==> src/rtl/te_pkg.sv <==
// te_pkg: shared trace-encoder types for the packet FIFO slice.
// Provides the packet type enum, per-entry storage struct and lane limits.
// Optional statistics in te_packet_fifo are enabled by macro TE_PACKET_FIFO_STATS_EN.
package te_pkg;

  localparam int TE_FIFO_MAX_LANES = 8;
  localparam int P_LEN             = 5;
  localparam int PAYLOAD_LEN       = 32;
  // Wide enough to hold a rank or lane count up to TE_FIFO_MAX_LANES.
  localparam int LANE_CNT_W        = $clog2(TE_FIFO_MAX_LANES + 1);

  typedef enum logic [1:0] {
    F_OPC  = 2'h0,
    F_DIFF = 2'h1,
    F_ADDR = 2'h2,
    F_SYNC = 2'h3
  } it_packet_type_e;

  typedef struct packed {
    it_packet_type_e        ptype;
    logic [P_LEN-1:0]       length;
    logic [PAYLOAD_LEN-1:0] payload;
  } te_fifo_entry_t;

endpackage

==> src/rtl/te_lane_compactor.sv <==
// te_lane_compactor: purely combinational prefix ranking of valid lanes.
// Ports: valid (per-lane valid) -> rank (number of valid lanes below each lane),
//        total (number of valid lanes this cycle).
module te_lane_compactor
  import te_pkg::*;
#(
  parameter int N_LANES = 1
) (
  input  logic [N_LANES-1:0]                 valid,
  output logic [N_LANES-1:0][LANE_CNT_W-1:0] rank,
  output logic [LANE_CNT_W-1:0]              total
);

  logic [LANE_CNT_W-1:0] acc;

  // Running sum in ascending lane order: lane i's rank is the count of valid
  // lanes strictly below it, which is its slot offset once gaps are removed.
  always_comb begin
    acc  = '0;
    rank = '0;
    for (int i = 0; i < N_LANES; i++) begin
      rank[i] = acc;
      acc     = acc + LANE_CNT_W'(valid[i]);
    end
    total = acc;
  end

endmodule

==> src/rtl/te_packet_fifo.sv <==
// te_packet_fifo: multi-lane packet buffer, up to N_LANES pushes/cycle, one pop/cycle, FWFT head.
// Ports: clk_i/rst_ni; per-lane packet_*_i + flush_i in; encapsulator_ready_i pops head;
//        packet_*_o head, stall_o (free < N_LANES), fill_level_o; optional macro TE_PACKET_FIFO_STATS_EN adds drop_cnt_o/hwm_o.
module te_packet_fifo
  import te_pkg::*;
#(
  parameter int N_LANES = 1,
  parameter int DEPTH   = 8
) (
  input  logic                                  clk_i,
  input  logic                                  rst_ni,
  input  logic            [N_LANES-1:0]         packet_valid_i,
  input  it_packet_type_e [N_LANES-1:0]         packet_type_i,
  input  logic [N_LANES-1:0][P_LEN-1:0]         packet_length_i,
  input  logic [N_LANES-1:0][PAYLOAD_LEN-1:0]   packet_payload_i,
  input  logic                                  flush_i,
  input  logic                                  encapsulator_ready_i,
  output logic                                  packet_valid_o,
  output it_packet_type_e                       packet_type_o,
  output logic [P_LEN-1:0]                      packet_length_o,
  output logic [PAYLOAD_LEN-1:0]                packet_payload_o,
  output logic                                  stall_o,
  output logic [$clog2(DEPTH):0]                fill_level_o
`ifdef TE_PACKET_FIFO_STATS_EN
  ,
  output logic [15:0]                           drop_cnt_o,
  output logic [$clog2(DEPTH):0]                hwm_o
`endif
);

  localparam int AW = $clog2(DEPTH);
  localparam int CW = AW + 1;

  te_fifo_entry_t mem [DEPTH];
  te_fifo_entry_t head;

  logic [AW-1:0] wr_ptr, rd_ptr;
  logic [CW-1:0] count, count_next, free, accepted;
  logic [N_LANES-1:0][LANE_CNT_W-1:0] rank;
  logic [LANE_CNT_W-1:0] total;
  logic [N_LANES-1:0] lane_wr;
  logic pop;

  te_lane_compactor #(.N_LANES(N_LANES)) u_compactor (
    .valid (packet_valid_i),
    .rank  (rank),
    .total (total)
  );

  // Space is judged from the registered count only; a same-cycle pop does not
  // free a slot for this cycle's pushes.
  assign free     = CW'(DEPTH) - count;
  assign accepted = (32'(total) < 32'(free)) ? CW'(total) : free;
  assign pop      = packet_valid_o && encapsulator_ready_i;

  always_comb begin
    lane_wr = '0;
    for (int i = 0; i < N_LANES; i++) begin
      lane_wr[i] = packet_valid_i[i] && (32'(rank[i]) < 32'(free));
    end
  end

  assign count_next = count + accepted - CW'(pop);

  always_ff @(posedge clk_i or negedge rst_ni) begin
    if (!rst_ni) begin
      wr_ptr <= '0;
      rd_ptr <= '0;
      count  <= '0;
    end else if (flush_i) begin
      wr_ptr <= '0;
      rd_ptr <= '0;
      count  <= '0;
    end else begin
      wr_ptr <= wr_ptr + AW'(accepted);  // wraps modulo DEPTH
      if (pop) begin
        rd_ptr <= rd_ptr + AW'(1);
      end
      count <= count_next;
    end
  end

  // Storage is not reset; stale contents are masked by the zeroed head below.
  always_ff @(posedge clk_i) begin
    for (int i = 0; i < N_LANES; i++) begin
      if (lane_wr[i] && !flush_i) begin
        mem[wr_ptr + AW'(rank[i])] <= '{ptype:   packet_type_i[i],
                                        length:  packet_length_i[i],
                                        payload: packet_payload_i[i]};
      end
    end
  end

  assign packet_valid_o = (count != '0);
  assign head           = packet_valid_o ? mem[rd_ptr] : '0;
  assign packet_type_o    = head.ptype;
  assign packet_length_o  = head.length;
  assign packet_payload_o = head.payload;
  assign stall_o          = 32'(free) < N_LANES;
  assign fill_level_o     = count;

`ifdef TE_PACKET_FIFO_STATS_EN
  logic [LANE_CNT_W-1:0] dropped;
  logic [16:0]           drop_sum;
  logic [15:0]           drop_cnt_q;
  logic [CW-1:0]         hwm_q;

  // accepted never exceeds total, so the narrowing cast is lossless.
  assign dropped  = total - LANE_CNT_W'(accepted);
  assign drop_sum = {1'b0, drop_cnt_q} + 17'(dropped);

  always_ff @(posedge clk_i or negedge rst_ni) begin
    if (!rst_ni) begin
      drop_cnt_q <= '0;
      hwm_q      <= '0;
    end else if (!flush_i) begin
      // Lanes discarded by a flush are not protocol drops.
      drop_cnt_q <= drop_sum[16] ? 16'hFFFF : drop_sum[15:0];
      if (count_next > hwm_q) begin
        hwm_q <= count_next;
      end
    end
  end

  assign drop_cnt_o = drop_cnt_q;
  assign hwm_o      = hwm_q;
`endif

endmodule

==> config.mk <==
export PLATFORM = sky130hd
export DESIGN_NAME = te_packet_fifo
export DESIGN_NICKNAME = d
export VERILOG_FILES = /design/src/rtl/te_pkg.sv /design/src/rtl/te_lane_compactor.sv /design/src/rtl/te_packet_fifo.sv
export SDC_FILE = /design/constraint.sdc
export NUM_CORES = 1
export LEC_CHECK = 0
export BUFFER_PORTS_ARGS = -buffer_cell sky130_fd_sc_hd__buf_4
export CORE_MARGIN = 1.5
export CORE_UTILIZATION = 50
export CTS_BUF_LIST = sky130_fd_sc_hd__clkbuf_4 sky130_fd_sc_hd__clkbuf_8
export DETAILED_ROUTE_END_ITERATION = 7
export PLACE_DENSITY = 0.75
export SLEW_MARGIN = 10
export SYNTH_ARGS = -nofsm -noshare
export SYNTH_HDL_FRONTEND = slang
export SYNTH_HIERARCHICAL = 1
export SYNTH_SLANG_ARGS = --single-unit
==> constraint.sdc <==
create_clock -name clk_i -period 11 [get_ports clk_i]
set_clock_uncertainty 0.05 [all_clocks]
set_input_delay 2.75 -clock clk_i [delete_from_list [all_inputs] [get_ports clk_i]]
set_output_delay 2.75 -clock clk_i [all_outputs]
set_load 0.01 [all_outputs]
Word level (Yosys, flattened, before mapping)
Memories as Yosys holds them, arrays and structs flattened.
Index checks and enable logic that the tools add are counted.
{"block": "word_totals", "ff_bits": 10, "ramBits": 312, "input_bits": 44, "out_inout_bits": 45, "memories": 1}
{"name": "mem", "depth": 8, "width": 39, "read_ports": 1, "rd_ports_with_merged_regs": 0, "write_ports": 1, "line": "te_packet_fifo.sv:34", "source": "te_fifo_entry_t mem [DEPTH];"}
{"block": "op_classes", "add_sub_neg": 5, "magnitude_cmp": 3, "n_mux": 8, "n_reduce_logical": 6}
{"operator": "$mux 39", "n": 1}
{"operator": "$mux 3", "n": 3}
{"operator": "$mux 4", "n": 2}
{"operator": "$add 4x4->4", "n": 1}
{"operator": "$lt 1x4->1", "n": 1}
{"operator": "$lt 1x4->1 const A", "n": 1}
{"operator": "$lt 4x1->1 const B", "n": 1}
{"operator": "$reduce_bool 4->1", "n": 1}
{"operator": "$sub 4x1->4", "n": 1}
{"operator": "$sub 4x4->4 const A", "n": 1}
{"operator": "$add 3x1->3 const B", "n": 1}
{"operator": "$add 3x3->3", "n": 1}
{"operator": "$logic_and 1x1->1", "n": 3}
{"operator": "$mux 1", "n": 2}
{"operator": "$reduce_bool 2->1", "n": 1}
{"operator": "$logic_not 1->1", "n": 1}

Logic depth before layout (Yosys ltp)
Gate-level depths: netlist of the first run.
{"block": "depth", "ltp_word": 6, "mapped_depth": 15, "ltp_nobuf": 15}

By module
Netlist of the first run, hierarchy kept.
{"mod": "te_packet_fifo", "instances": 1, "cells_each": 602, "area_each_um2": 12774.8, "seq_area_each_um2": 9619.2}
{"mod": "te_lane_compactor", "instances": 1, "cells_each": 9, "area_each_um2": 63.8, "seq_area_each_um2": 0.0}

Least setup slack after synthesis of the first run
No wires, ideal clock.
{"block": "synth_path", "kind": "input-to-reg", "startpoint": "in flush_i", "endpoint": "mem mem[2][0] in the netlist's numbering, enable pin", "setup_time_ns": 0.492, "arrival_ns": 5.958, "required_ns": 10.458, "path_slack_ns": 4.500, "path_stages": 3, "n_path_buf": 0, "cell_sequence": "nor3b_1 nand2_1 nor3b_1"}
{"block": "synth_between", "elab_chain_len": 4}
{"item": "from (decl)", "line": "te_packet_fifo.sv:16", "source": "input logic flush_i,"}
{"item": "$logic_not 1->1", "line": "te_packet_fifo.sv:86", "source": "if (lane_wr[i] && !flush_i) begin"}
{"item": "$logic_and 1x1->1", "line": "te_packet_fifo.sv:86"}
{"item": "$mux 1", "line": "te_packet_fifo.sv:86"}
{"item": "$mux 1 (implied by the code)", "line": "te_packet_fifo.sv:87", "source": "mem[wr_ptr + AW'(rank[i])] <= '{ptype: packet_type_i[i],"}
{"item": "to (decl)", "line": "te_packet_fifo.sv:34"}
Every way passes these cells.

Worst setup path after layout of the first run
{"block": "layout_path", "startpoint": "reg rd_ptr[0]", "endpoint": "out packet_payload_o[8]"}
{"block": "layout_between", "elab_chain_len": 2}
{"item": "from (decl)", "line": "te_packet_fifo.sv:37", "source": "logic [AW-1:0] wr_ptr, rd_ptr;"}
{"item": "from (signal assigned)", "line": "te_packet_fifo.sv:77", "source": "rd_ptr <= rd_ptr + AW'(1);"}
{"item": "$mem_v2 8x39"}
{"item": "$mux 39", "line": "te_packet_fifo.sv:95", "source": "assign head = packet_valid_o ? mem[rd_ptr] : '0;"}
{"item": "to (decl)", "line": "te_packet_fifo.sv:21", "source": "output logic [PAYLOAD_LEN-1:0] packet_payload_o,"}
Every way passes these cells.

==> out/results.txt, run 1 <==
The run finished with clean final reports. The master cell of the clock root buffer was sky130_fd_sc_hd__clkbuf_8. From left edge to right edge, the die measures 163 µm.

Dividing the detail-routed wire length by the instance count gives 22.4 µm. The count of placed standard cells including taps was 1017; the largest fanout on the critical path was 54. In this run the most critical hold path is launched from wr_ptr[0]. The tools report the worst path arrival time as 3.33 ns.

The largest net degree at the start of global routing is 81. The net count of the finished layout is 798. Summing the sequential cell areas from Yosys gives 74.9% of the chip area.

Once layout is complete, the utilization of the core stands at 59.2%. Setup slack closes at 4.87 ns. The die covers 0.0266 mm². The first global-routing pass estimated 37.5 mm of wire. The residual antenna-violating net count after detailed routing is 0, and the number of buffer cells added on primary ports is 88. The multi-input combinational cells in the finished layout cover a total of 0.00304 mm².

TritonCTS created 50 clock buffers. The later pin in the worst-skew pair is clocked with a latency of 0.56 ns. The worst setup path is of the flop to output port kind.

For this design the ratio of total power to cell area is 229 mW/mm². For this configuration, the core starts out at a cell density of 51.0%. The synthesized design contains 322 register bits.

For the post-synthesis instance total, the log shows 611. Setup repair after global routing left no endpoint under its margin. TritonCTS built the clock tree. The synthesized netlist contains 40 unique library cells.

The mapped netlist covers 0.0128 mm². The setup TNS after final layout was 0 ns; the shortest clock period the worst path allows after layout was 6.13 ns. For this design, the CTS-stage hold fixing added 0 buffers.

The repair_antennas step left the layout with diodes totalling 0. For the pin with the worst max-slew slack, the measured transition is 1.17 ns. In this design, the stage delay of the slowest critical-path cell is 0.90 ns. During synthesis, Yosys emitted a total of 6 warnings. In this run the worst hold path is classified as flop to flop. The tools report the share of total power in combinational logic as 27.6%. For the clock tree buffer depth, the log shows 3. OpenSTA, run right after detailed placement, puts the worst setup slack at 5.32 ns.

Leaving out filler cells and counting taps, the final layout contains 1107. The length in cells of the worst reg-to-reg path came out at 13. Across all register-to-register paths, the minimum setup slack is 7.50 ns. The worst hold path cell count is 2. The number of design-rule violations left by the first detailed-router iteration came out at 347. The critical path launch point was rd_ptr[0]. For the proportion of power drawn by the clock network, the log shows 28.1%.

The die height is 163 µm. Cell internal power was estimated by the tool at 2.44 mW. Setup violations remaining at the end of the flow were counted as 0. The signal on the critical path passes through buf_4 > mux4_2 > mux2i_1 > nor2_1 > buf_4.

The logs give 6415 for the via count of the first global-routing pass and 0.0139 mm² for the cell area after placement. The slowest stage of the critical path is the sky130_fd_sc_hd__buf_4 cell. STA classifies the critical path endpoint as an output port. The static leakage is 4.91 nW. The number of slew-limit violations in the final report was 0.

Once detailed placement completed, the half-perimeter wirelength came to 14.1 mm. For this design the total switching power over the nets is 0.972 mW. The via count came out at 6095.

Net switching is 28.5% of the power. Wires add up to 24.7 mm. Using the TritonRoute via totals, the vias-per-cell ratio works out to 5.51. Summed over all layers, the global routing overflow is 0. The area of all placed cells without fillers is 0.0149 mm². For the clock sink total, the log shows 322. The per-instance average area after synthesis is 21.0 µm². For this design the top-level I/O count stands at 89. The run gives 19.3% as the overall global routing resource usage. For the final weighted congestion of routability-driven global placement, the log shows 0.748. The logs give 1796 for the number of filler instances in the final layout and 22.2% for the worst slew slack as a fraction of its limit.

The most common cell type on the critical path is sky130_fd_sc_hd__buf_4. The initial antenna violation count is 0, and the relative area change from synthesis to final layout is 16.1%. The tools report the detailed-routing iteration count for the pre-antenna-repair pass as 4. The tools report the share of power burned in registers as 44.3%.

The critical register-to-register path startpoint was fill_level_o[0]. The H-tree depth was 2; the sequential standard cell area was 0.00963 mm². The final count of hold timing violations was 0. The number of placement rows came out at 58. The number of gates resized after CTS was 0. Clock-pin slew was measured on the worst setup and hold paths at 0.06 ns. Based on the critical path, the design can be clocked at up to 163 MHz. Once the clock tree was built, the setup fixing pass inserted 0 buffers.

The endpoint required time on the critical path is 8.20 ns. The count of max-cap constraint violations is 0. Across the VDD grid, the largest voltage drop is 0.195 mV.

The post-route DRC violation count was 0. STA classifies the critical path startpoint as a flop. In the final layout, the share of cells above drive strength 1 is 36.7%. In this run the standard cell core region covers 0.0252 mm². Of the available clock period, the critical path in the final layout requires 55.8%.
## state kept, by name, summed over array words and instances, names as in the netlist
register,count
wr_ptr,3
rd_ptr,3
mem,312
fill_level_o,4
## metal layers
layer	GRT usage, %	part of all wire [%]	vias to the layer above
li1	-	-	2717
met1	25.8	40	3137
met2	32.1	51	201
met3	3.61	7.0	40
met4	6.26	1.6	0
met5	0	0	-
## critical path: cells and delay by family (launching register included)
family | cells | cell delay (ns)
AND/OR/NAND/NOR | 1 | 0.09
multiplexers | 2 | 0.79
flip-flops | 1 | 0.76
buffers and inverters | 2 | 1.08
## synthesized netlist by cell type
library cell                count  area [µm²]
sky130_fd_sc_hd__mux2_4         1        15.0
sky130_fd_sc_hd__dfrtp_1       10         250
sky130_fd_sc_hd__nand3_1        1        5.00
sky130_fd_sc_hd__xnor2_1        6        52.6
sky130_fd_sc_hd__nand2_1        8        30.0
sky130_fd_sc_hd__buf_4          8        60.1
sky130_fd_sc_hd__inv_1         14        52.6
sky130_fd_sc_hd__mux2_2         1        11.3
sky130_fd_sc_hd__buf_1          2        7.51
sky130_fd_sc_hd__buf_6          2        22.5
sky130_fd_sc_hd__a22oi_1        1        7.51
sky130_fd_sc_hd__xnor2_2        1        16.3
sky130_fd_sc_hd__mux4_2        78        1760
sky130_fd_sc_hd__mux2i_1       41         410
sky130_fd_sc_hd__a21o_1         1        7.51
sky130_fd_sc_hd__o21ai_0        1        5.00
sky130_fd_sc_hd__buf_2         11        55.1
sky130_fd_sc_hd__clkbuf_1      13        48.8
sky130_fd_sc_hd__nor3_1         4        20.0
sky130_fd_sc_hd__nor2b_1        6        37.5
sky130_fd_sc_hd__maj3_4         1        13.8
sky130_fd_sc_hd__nand2b_1       2        12.5
sky130_fd_sc_hd__conb_1         1        3.75
sky130_fd_sc_hd__fa_1           3        60.1
sky130_fd_sc_hd__a21oi_1        3        15.0
sky130_fd_sc_hd__maj3_2         1        11.3
sky130_fd_sc_hd__and2_0         1        6.26
sky130_fd_sc_hd__and3b_1        1        8.76
sky130_fd_sc_hd__nor3b_1        5        37.5
sky130_fd_sc_hd__o21ai_1        1        5.00
sky130_fd_sc_hd__a31oi_1        1        6.26
sky130_fd_sc_hd__nor3_4         1        16.3
sky130_fd_sc_hd__a2bb2oi_1      1        8.76
sky130_fd_sc_hd__xor2_1         4        35.0
sky130_fd_sc_hd__nor2_1        48         180
sky130_fd_sc_hd__o21ai_2        1        8.76
sky130_fd_sc_hd__edfxtp_1     312        9370
sky130_fd_sc_hd__ha_1          12         150
sky130_fd_sc_hd__maj3_1         1        10.0
sky130_fd_sc_hd__o2bb2ai_1      1        8.76
## through the flow
step,power (mW),hold WS (ns)
after CTS,3.46,0.614
after global routing,3.59,0.634
after detailed placement,2.50,0.609
after global placement,2.47,0.565
after floorplan,2.16,0.542
final,3.41,0.604
## cell families after synthesis
| family | Yosys count | synth area share [%] |
|---|---|---|
| compound gates | 11 | 0.565 |
| xor+xnor | 11 | 0.809 |
| fa+ha+maj | 18 | 1.91 |
| buf+inv | 50 | 1.92 |
| flops | 322 | 74.9 |
| mux | 121 | 17.1 |
| other cells | 1 | 0.0292 |
| simple gates | 77 | 2.76 |
## power by group through the flow
stage | sequential (mW) | combinational (mW) | clock (mW)
6_report | 1.51 | 0.941 | 0.959
5_1_grt | 1.52 | 1.03 | 1.03
4_1_cts | 1.52 | 0.960 | 0.979
3_5_place_dp | 1.54 | 0.956 | 0
3_3_place_gp | 1.53 | 0.932 | 0
2_1_floorplan | 1.49 | 0.671 | 0
## worst paths after layout
path	endpoint
min reg2reg	wr_ptr[0]
max reg2reg	fill_level_o[1]
min	wr_ptr[0]
max in group asynchronous	rd_ptr[0]
min in group asynchronous	fill_level_o[3]
max	packet_payload_o[8]
## placed cells by master, fill, tap and decap left out, types with 7 or more instances in the layout
master,netlist,routed
sky130_fd_sc_hd__buf_4,8,106
sky130_fd_sc_hd__clkbuf_8,0,51
sky130_fd_sc_hd__edfxtp_1,312,312
sky130_fd_sc_hd__clkbuf_4,0,23
sky130_fd_sc_hd__conb_1,1,7
sky130_fd_sc_hd__dfrtp_1,10,7
sky130_fd_sc_hd__nor2_1,48,47
sky130_fd_sc_hd__mux2i_1,41,41
sky130_fd_sc_hd__inv_1,14,14
sky130_fd_sc_hd__nand2_1,8,8
sky130_fd_sc_hd__mux4_2,78,78
sky130_fd_sc_hd__ha_1,12,12
sky130_fd_sc_hd__clkinv_1,0,8
## area by class of cell
cell class                      instances  area share (%)
Multi-Input combinational cell        245            20.4
Tap cell                              330            2.77
Clock inverter                         16           0.655
Sequential cell                       322            64.6
Inverter                               14           0.353
Clock buffer                           74            5.87
Timing Repair Buffer                  106            5.34
Power figures use the tool's default switching activity.
==> inputs of run 2 (changes only) <==
--- a/config.mk
+++ b/config.mk
@@ -5,6 +5,7 @@
 export SDC_FILE = /design/constraint.sdc
 export NUM_CORES = 1
 export LEC_CHECK = 0
+export ABC_AREA = 1
 export BUFFER_PORTS_ARGS = -buffer_cell sky130_fd_sc_hd__buf_4
 export CORE_MARGIN = 1.5
 export CORE_UTILIZATION = 50
==> constraint.sdc (replaced) <==
create_clock -name clk_i -period 5.74 [get_ports clk_i]
set_clock_uncertainty 0.05 [all_clocks]
set_input_delay 1.435 -clock clk_i [delete_from_list [all_inputs] [get_ports clk_i]]
set_output_delay 1.435 -clock clk_i [all_outputs]
set_load 0.01 [all_outputs]
==> run 2 against run 1 <==
Effect of this change: global-route usage increased by 1.4 points; power increased by 94%; clock-buffer cell count decreased by 6; die area increased by 2.6%; combinational power increased by 110%; register-to-register slack got worse by 5.3 ns; largest cell class unchanged.
==> out/results.txt, run 2 <==
From synthesis to final layout, the design area changed by 14.5%. The critical path is of the flop to output port type. The startpoint of the worst hold path is wr_ptr[0].

The detail-routed via count per cell works out to 5.60 (+1.8%). The static leakage was 5.29 nW (+7.8%); the largest net degree at the start of global routing was 111 (+37%). The run gives 1506 (+36%) as the post-route non-filler standard cell count. The number of slew-limit violations in the final report is 0 (unchanged). For the boundary pin count, the log shows 89 (unchanged). For the residual antenna-violating net count after detailed routing, the log shows 0 (unchanged). The total half-perimeter wirelength after legalization and detailed placement is 15.1 mm (+7.5%), and the die height is 165 µm (+1.3%). Number of buffers inserted by post-CTS setup repair: 0 (unchanged). The chip width is 165 µm (+1.3%), and the compound-cell area share of the yosys netlist is 10.3% (+9.7 points). The worst path needs 4.77 ns of the cycle, external delays included. The number of synthesized flops with an enable pin works out to 312 (unchanged). The endpoint identified for the worst register-to-register timing path is mem[1][11].

The largest area contributor in the netlist is sky130_fd_sc_hd__edfxtp_1. The post-route DRC violation count is 0 (unchanged). The capture endpoint of the worst hold path was wr_ptr[0].

The per-instance average area after synthesis was 12.7 µm² (-40%). In the synthesized netlist the dominant register cell turns out to be sky130_fd_sc_hd__edfxtp_1. The total number of nets in the final design was 1190 (+49%); the number of flip-flops under the largest register name was 312 (unchanged). The portion of the post-synthesis area used by sequential elements was 73.0% (-1.9 points); the final setup violation count was 0 (unchanged).

The residual overflow from global routing is 0 (unchanged). The source-to-sink clock delay at the later pin of the worst-skew pair is 0.54 ns (-0.02 ns). The setup TNS after final layout was 0 ns (unchanged). The synthesized-area fraction occupied by adder cells is 1.60% (-0.31 points), and the share of the synthesized area in the top cell type is 71.1% (-1.9 points). Critical register-to-register path startpoint: fill_level_o[0].

Setup repair after global routing left no endpoint under its margin. Largest fanout on the critical path: 110 (+100%). The final total power was 6.64 mW (+94%).

The run gives 0 (unchanged) as the final count of hold timing violations. The tools report the clock sink total as 322 (unchanged). The total wire length after detailed routing is 28.1 mm (+14%). The summed instance area of the synthesized netlist came out at 0.0132 mm² (+2.6%). The tools report the master cell of the clock root buffer as sky130_fd_sc_hd__clkbuf_8. TritonCTS built the clock tree. The number of buffer cells added on primary ports works out to 88 (unchanged).

The library cells used most frequently in the layout, excluding fill and tap cells, are sky130_fd_sc_hd__nor2_1 (325), sky130_fd_sc_hd__edfxtp_1 (312), sky130_fd_sc_hd__buf_4 (104). The worst hold path cell count works out to 3 (+1). The clock tree buffer depth is 3 (unchanged), and the setup slack of the worst register-to-register path is 2.17 ns (-5.33 ns). The tools report the startpoint type of the worst setup path as a flop. The tools report the worst slew slack as a fraction of its limit as 24.8% (+2.7 points). The run gives 1 (+1) as the initial antenna violation count.

The tightest min-delay check is of the flop to flop type. Ranked by total cell area, the synthesized netlist is headed by sky130_fd_sc_hd__edfxtp_1 (71%), sky130_fd_sc_hd__nor2_1 (9.4%), sky130_fd_sc_hd__o32ai_1 (5.2%). The die area came out at 0.0273 mm² (+2.6%). For the count of max-cap constraint violations, the log shows 0 (unchanged). Number of design-rule violations left by the first detailed-router iteration: 839 (+140%). The tools report the worst setup slack before clock tree synthesis as 1.63 ns (-3.69 ns). The leading cell type by number of instances after synthesis was sky130_fd_sc_hd__nor2_1. The detailed-routing iteration count for the pre-antenna-repair pass is 5 (+1), and the peak supply drop is 0.240 mV (+23%). Via count of the first global-routing pass: 8040 (+25%).

The count of placed standard cells including taps came out at 1414 (+39%). The global-route wire length before repair was 42.8 mm (+14%); the length in cells of the worst reg-to-reg path was 12 (-1). The xor-xnor portion of the synthesized cell area works out to 0.199% (-0.61 points). The number of warnings printed during yosys synthesis was 6 (unchanged). Final weighted congestion of routability-driven global placement: 0.802 (+7.3%).

The worst setup path is captured at an output port. The clock transition at the register clock pins on the worst setup and hold paths after CTS was 0.06 ns (about the same); the total clock buffers created by CTS was 50 (unchanged). Flip-flop and latch count after synthesis: 322 (unchanged).

Leaving out fill and tap cells, the most frequent cell in the layout is sky130_fd_sc_hd__nor2_1. Async set-reset flop share out of synthesis: 3.11% (unchanged). The overall global routing resource usage came out at 20.6% (+1.4 points). Worst path arrival time: 3.28 ns (-0.05 ns). The proportion of synthesized area in mux cells is 0% (-17 points), and the total power per unit cell area is 440 mW/mm² (+92%). The number of resized instances in the post-cts repair step is 0 (unchanged), and the via count is 8441 (+38%). The run gives 2 (unchanged) as the H-tree depth.

The post-synthesis instance total was 1039 (+70%). The endpoint required time on the critical path is 4.26 ns (-3.94 ns). The minimum setup slack in the final design is 0.972 ns (-3.89 ns), and the placeable core area is 0.0260 mm² (+3.2%).

The flow ran to the end, and the final reports show no timing, DRC or antenna violations. Static timing analysis puts the maximum clock frequency at 210 MHz. The per-cell routed wire length came out at 18.7 µm (-16%). In the finished design, the share of the clock period the worst path needs comes to 83.1%. The number of hold-repair buffers added at the cts stage is 0 (unchanged), and the share of post-route cells with drive strength above 1 is 16.8% (-20 points). Sorting the synthesized cells by how often they occur yields sky130_fd_sc_hd__nor2_1 (331), sky130_fd_sc_hd__edfxtp_1 (312), sky130_fd_sc_hd__o21ai_0 (100), sky130_fd_sc_hd__o32ai_1 (78), sky130_fd_sc_hd__nand2_1 (39). The share of synthesized cell area in and, or, nand and nor gates is 11.0% (+8.2 points), and the initial core utilization is 50.7% (-0.29 points). The distinct cell type count after synthesis was 24 (-40%). Actual transition at the worst max-transition pin: 1.13 ns (-0.0398 ns). By area, the combinational part of the netlist is dominated by simple AND/OR/NAND/NOR gates. For the number of placement rows, the log shows 59 (+1.7%).
## run 2: cell count changes after synthesis, sizes merged, moves of 15 or more
cell and delta:
nor2 +283, clkbuf +20, mux2i -41, nand2 +31, o32ai +78, o21ai +123, mux4 -78, buf +15
inv +20
## run 2: worst max-delay path by stage
stage	depth (start not counted)	slack, ns	start	to
6_report	6	0.97	rd_ptr[0]	packet_payload_o[12]
2_1_floorplan	5	0.72	flush_i	mem[2][0]
3_3_place_gp	6	1.68	rd_ptr[0]	packet_length_o[1]
3_5_place_dp	6	1.63	rd_ptr[0]	packet_payload_o[31]
4_1_cts	6	0.91	rd_ptr[0]	packet_payload_o[31]
5_1_grt	6	0.76	rd_ptr[0]	packet_payload_o[31]
## run 2: logic make-up (layout without fill, tap and decap cells)
kind of cell,count (synthesis),in the layout
AO/OA/AOI/OAI,212,212
other,1,8
AND/OR/NAND/NOR,381,381
XOR/XNOR,3,3
buffers and inverters,105,230
adder cells (fa/ha/maj),15,15
flip-flops,322,322
## run 2: metrics by stage
stage / hold slack, ns / utilization, % / instance area, µm²
finish: 0.578 / 58.0 / 15100
global route: 0.638 / 58.0 / 15100
CTS: 0.588 / 58.0 / 15100
detailed placement: 0.574 / 54.3 / 14100
global placement: 0.559 / 54.3 / 14100
floorplan: 0.537 / - / 13200
## run 2: cell type report
class	count	area [µm²]
Tap cell	335	419
Antenna cell	1	2.50
Clock buffer	68	830
Timing Repair Buffer	105	801
Clock inverter	23	151
Fill cell	2058	10900
Inverter	34	130
Sequential cell	322	9630
Multi-Input combinational cell	618	3120
## run 2: critical path, cell delays in order (launching register included)
cell and delay (ns):
sky130_fd_sc_hd__dfrtp_4 0.76, sky130_fd_sc_hd__buf_4 0.87, sky130_fd_sc_hd__nor2_1 0.12, sky130_fd_sc_hd__o32ai_1 0.29, sky130_fd_sc_hd__o21ai_0 0.13, sky130_fd_sc_hd__nor2_1 0.26
sky130_fd_sc_hd__buf_4 0.17
## run 2: report_power, final
part | internal (mW) | switching, mW | leakage, nW
logic | 0.740 | 1.20 | 1.84
registers | 2.74 | 0.0984 | 2.94
clock network | 1.03 | 0.835 | 0.521
total | 4.50 | 2.13 | 5.29
## run 2: metal layers
layer  global-route usage (%)  vias to the layer above  part of all wire [%]
li1                         -                     3942                     -
met1                     27.5                     4171                    42
met2                     34.9                      284                    50
met3                     3.42                       44                   5.9
met4                     6.37                        0                   1.9
met5                        0                        -                     0
==> inputs of run 3 (changes only) <==
==> constraint.sdc (replaced) <==
create_clock -name clk_i -period 4.9 [get_ports clk_i]
set_clock_uncertainty 0.05 [all_clocks]
set_input_delay 1.225 -clock clk_i [delete_from_list [all_inputs] [get_ports clk_i]]
set_output_delay 1.225 -clock clk_i [all_outputs]
set_load 0.01 [all_outputs]
==> run 3 against run 2 <==
Effect of this change: global-route usage grew 0.62 points; wire length up 1.8%; critical path type unchanged; first-iteration DRC count grew 1.4%; clock-buffer cell count grew 5; critical endpoint is now packet_payload_o[26]; sequential share of layout area decreased by 0.30 points.
==> out/results.txt, run 3 (same netlist as run 2, synthesis figures left out) <==
The total clock buffers created by CTS was 50 (unchanged); the number of hold-repair buffers added at the cts stage was 0 (unchanged). The logs give 1190 (unchanged) for the total number of nets in the final design and 0.0152 mm² (+0.46%) for the area of all placed cells without fillers. The tools report the placeable core area as 0.0260 mm² (unchanged).

Walking the worst path, the cells encountered are inv_4 > buf_12 > nor2_1 > o32ai_1 > o21ai_1 > nor2_1 > buf_4. Worst path arrival time: 2.94 ns (-0.34 ns). The clock transition at the register clock pins on the worst setup and hold paths after CTS is 0.06 ns (about the same).

The worst setup path is launched from a flop. The detail-routed via count per cell works out to 5.64 (+0.64%). The via count of the first global-routing pass was 8174 (+1.7%). The total half-perimeter wirelength after legalization and detailed placement was 15.4 mm (+1.7%). The die height is 165 µm (unchanged), and the internal cell power is 5.30 mW (+18%).

The detailed-routing iteration count for the pre-antenna-repair pass came out at 5 (unchanged). The share of post-route cells with drive strength above 1 was 17.3% (+0.44 points); the global-route wire length before repair was 44.1 mm (+3.1%). The fraction of the core area covered by cells at the end of the flow is 58.3% (+0.27 points), and the clock sink total is 322 (unchanged). The proportion of power drawn by the clock network was 27.9% (-0.2 points).

The switching part of the total power is 32.1% (about the same), and the net switching component of the power is 2.51 mW (+18%). The total power per unit cell area was 515 mW/mm² (+17%); the count of max-cap constraint violations was 0 (unchanged). The source-to-sink clock delay at the later pin of the worst-skew pair was 0.56 ns (+0.02 ns); the final period utilization was 86.1%. The initial antenna violation count came out at 1 (unchanged).

The final weighted congestion of routability-driven global placement is 0.844 (+5.1%), and the per-cell routed wire length is 19.0 µm (+1.8%). Setup repair after global routing left no endpoint under its margin. The logs give 2 (unchanged) for the H-tree depth and 0.319 mV (+33%) for the peak supply drop.

Timing would allow up to 237 MHz. For the final total power, the log shows 7.80 mW (+18%). The clock tree buffer depth was 3 (unchanged). The run gives 0 (unchanged) as the number of resized instances in the post-cts repair step. The die area is 0.0273 mm² (unchanged). The critical path endpoint category was an output port. Share of power burned in registers: 42.8% (about the same).

Minimum setup slack in the final design: 0.681 ns (-0.292 ns). For the residual overflow from global routing, the log shows 0 (unchanged). The slowest stage of the critical path is the sky130_fd_sc_hd__dfrtp_4 cell.

The logs give 0 ns (unchanged) for the setup TNS after final layout and 0 (unchanged) for the final setup violation count. The largest net degree at the start of global routing is 116 (+4.5%), and the static leakage is 5.32 nW (+0.55%). The tools report the residual antenna-violating net count after detailed routing as 0 (unchanged).

The final count of hold timing violations is 0 (unchanged). The worst min-delay path category was primary input to asynchronous set/reset pin. Maximum cell stage delay along the critical path: 0.67 ns (-0.20 ns). The number of flip-flops under the largest register name is 312 (unchanged).

The shortest clock period the worst path allows after layout was 4.22 ns. From synthesis to final layout, the design area changed by 15.0%. The overall global routing resource usage is 21.3% (+0.62 points). Number of slew-limit violations in the final report: 0 (unchanged).

Classification of the worst setup path: flop to output port. Number of filler instances in the final layout: 2062 (+0.19%). The run gives 0 (unchanged) as the post-route DRC violation count. The most common cell after layout, fill and taps aside is sky130_fd_sc_hd__nor2_1. The most common cell type on the critical path was sky130_fd_sc_hd__nor2_1. Number of placement rows: 59 (unchanged). Leaving out fill and tap cells, the most frequent cells in the layout are sky130_fd_sc_hd__nor2_1 (325), sky130_fd_sc_hd__edfxtp_1 (312), sky130_fd_sc_hd__o21ai_0 (100). The number of buffer cells added on primary ports came out at 88 (unchanged).

The tools report the number of design-rule violations left by the first detailed-router iteration as 851 (+1.4%). The logs give 1.25 ns (-0.376 ns) for the worst setup slack before clock tree synthesis and 50.7% (unchanged) for the initial core utilization. The tools report the via count as 8489 (+0.57%). The run gives 0.0142 mm² (+0.44%) as the cell area after placement. The actual transition at the worst max-transition pin is 1.19 ns (+0.0673 ns), and the largest fanout on the critical path is 57 (-48%).

For the worst hold slack, the log shows 0.439 ns (-0.139 ns). The tools report the endpoint required time on the critical path as 3.62 ns (-0.64 ns). The share of total power in combinational logic is 29.3% (about the same). TritonCTS built the clock tree. The worst slew slack as a fraction of its limit was 20.4% (-4.5 points); the post-route non-filler standard cell count was 1505 (-0.066%).

The flow ran to the end, and the final reports show no timing, DRC or antenna violations. The chip width is 165 µm (unchanged), and the boundary pin count is 89 (unchanged). The master cell of the clock root buffer is sky130_fd_sc_hd__clkbuf_8.

The run gives 1414 (unchanged) as the count of placed standard cells including taps. The run gives 0 (unchanged) as the number of buffers inserted by post-CTS setup repair. The run gives 28.6 mm (+1.8%) as the total wire length after detailed routing.
-- run 3: area by class of cell --
class                   instances  area, µm²  area share (%)
diodes                          1       2.50          0.0165
clock buffers                  73        880            5.81
clock inverters                17        109           0.718
inverters                      34        130           0.859
multi-input cells             618       3120            20.6
flip-flops and latches        322       9630            63.5
well taps                     335        419            2.77
repair buffers                105        863            5.70
-- run 3: critical path: cells and delay by family, from the launching register on --
kind | cells | cell delay (ns)
buffers and inverters | 3 | 1.02
flip-flops | 1 | 0.67
AO/OA/AOI/OAI | 2 | 0.36
AND/OR/NAND/NOR | 2 | 0.29
-- run 3: power groups by stage --
stage / Sequential [mW] / Combinational (mW) / Clock [mW]
floorplan: 3.32 / 1.51 / 0
global placement: 3.39 / 2.23 / 0
detailed placement: 3.40 / 2.28 / 0
CTS: 3.34 / 2.29 / 2.22
global route: 3.36 / 2.56 / 2.33
finish: 3.34 / 2.28 / 2.18
-- run 3: routing by layer --
metal  track usage, %  vias up  routed length (µm)
li1                 -     3949                   -
met1             28.6     4175               12100
met2             35.2      320               14000
met3             3.72       45                2010
met4             7.14        0                 450
met5                0        -                   0
-- run 3: final timing paths --
| check | slack (ns) | endpoint | from | cells past startpoint |
|---|---|---|---|---|
| setup / recovery | 0.68 | packet_payload_o[26] | rd_ptr[0] | 7 |
| hold / removal | 0.44 | fill_level_o[1] | rst_ni | 1 |
| setup reg to reg | 1.52 | fill_level_o[2] | fill_level_o[0] | 13 |
| hold reg to reg | 0.61 | wr_ptr[0] | wr_ptr[0] | 3 |
| max in group asynchronous | 4.18 | rd_ptr[0] | rst_ni | 1 |
| min in group clk_i | 0.61 | wr_ptr[0] | wr_ptr[0] | 3 |
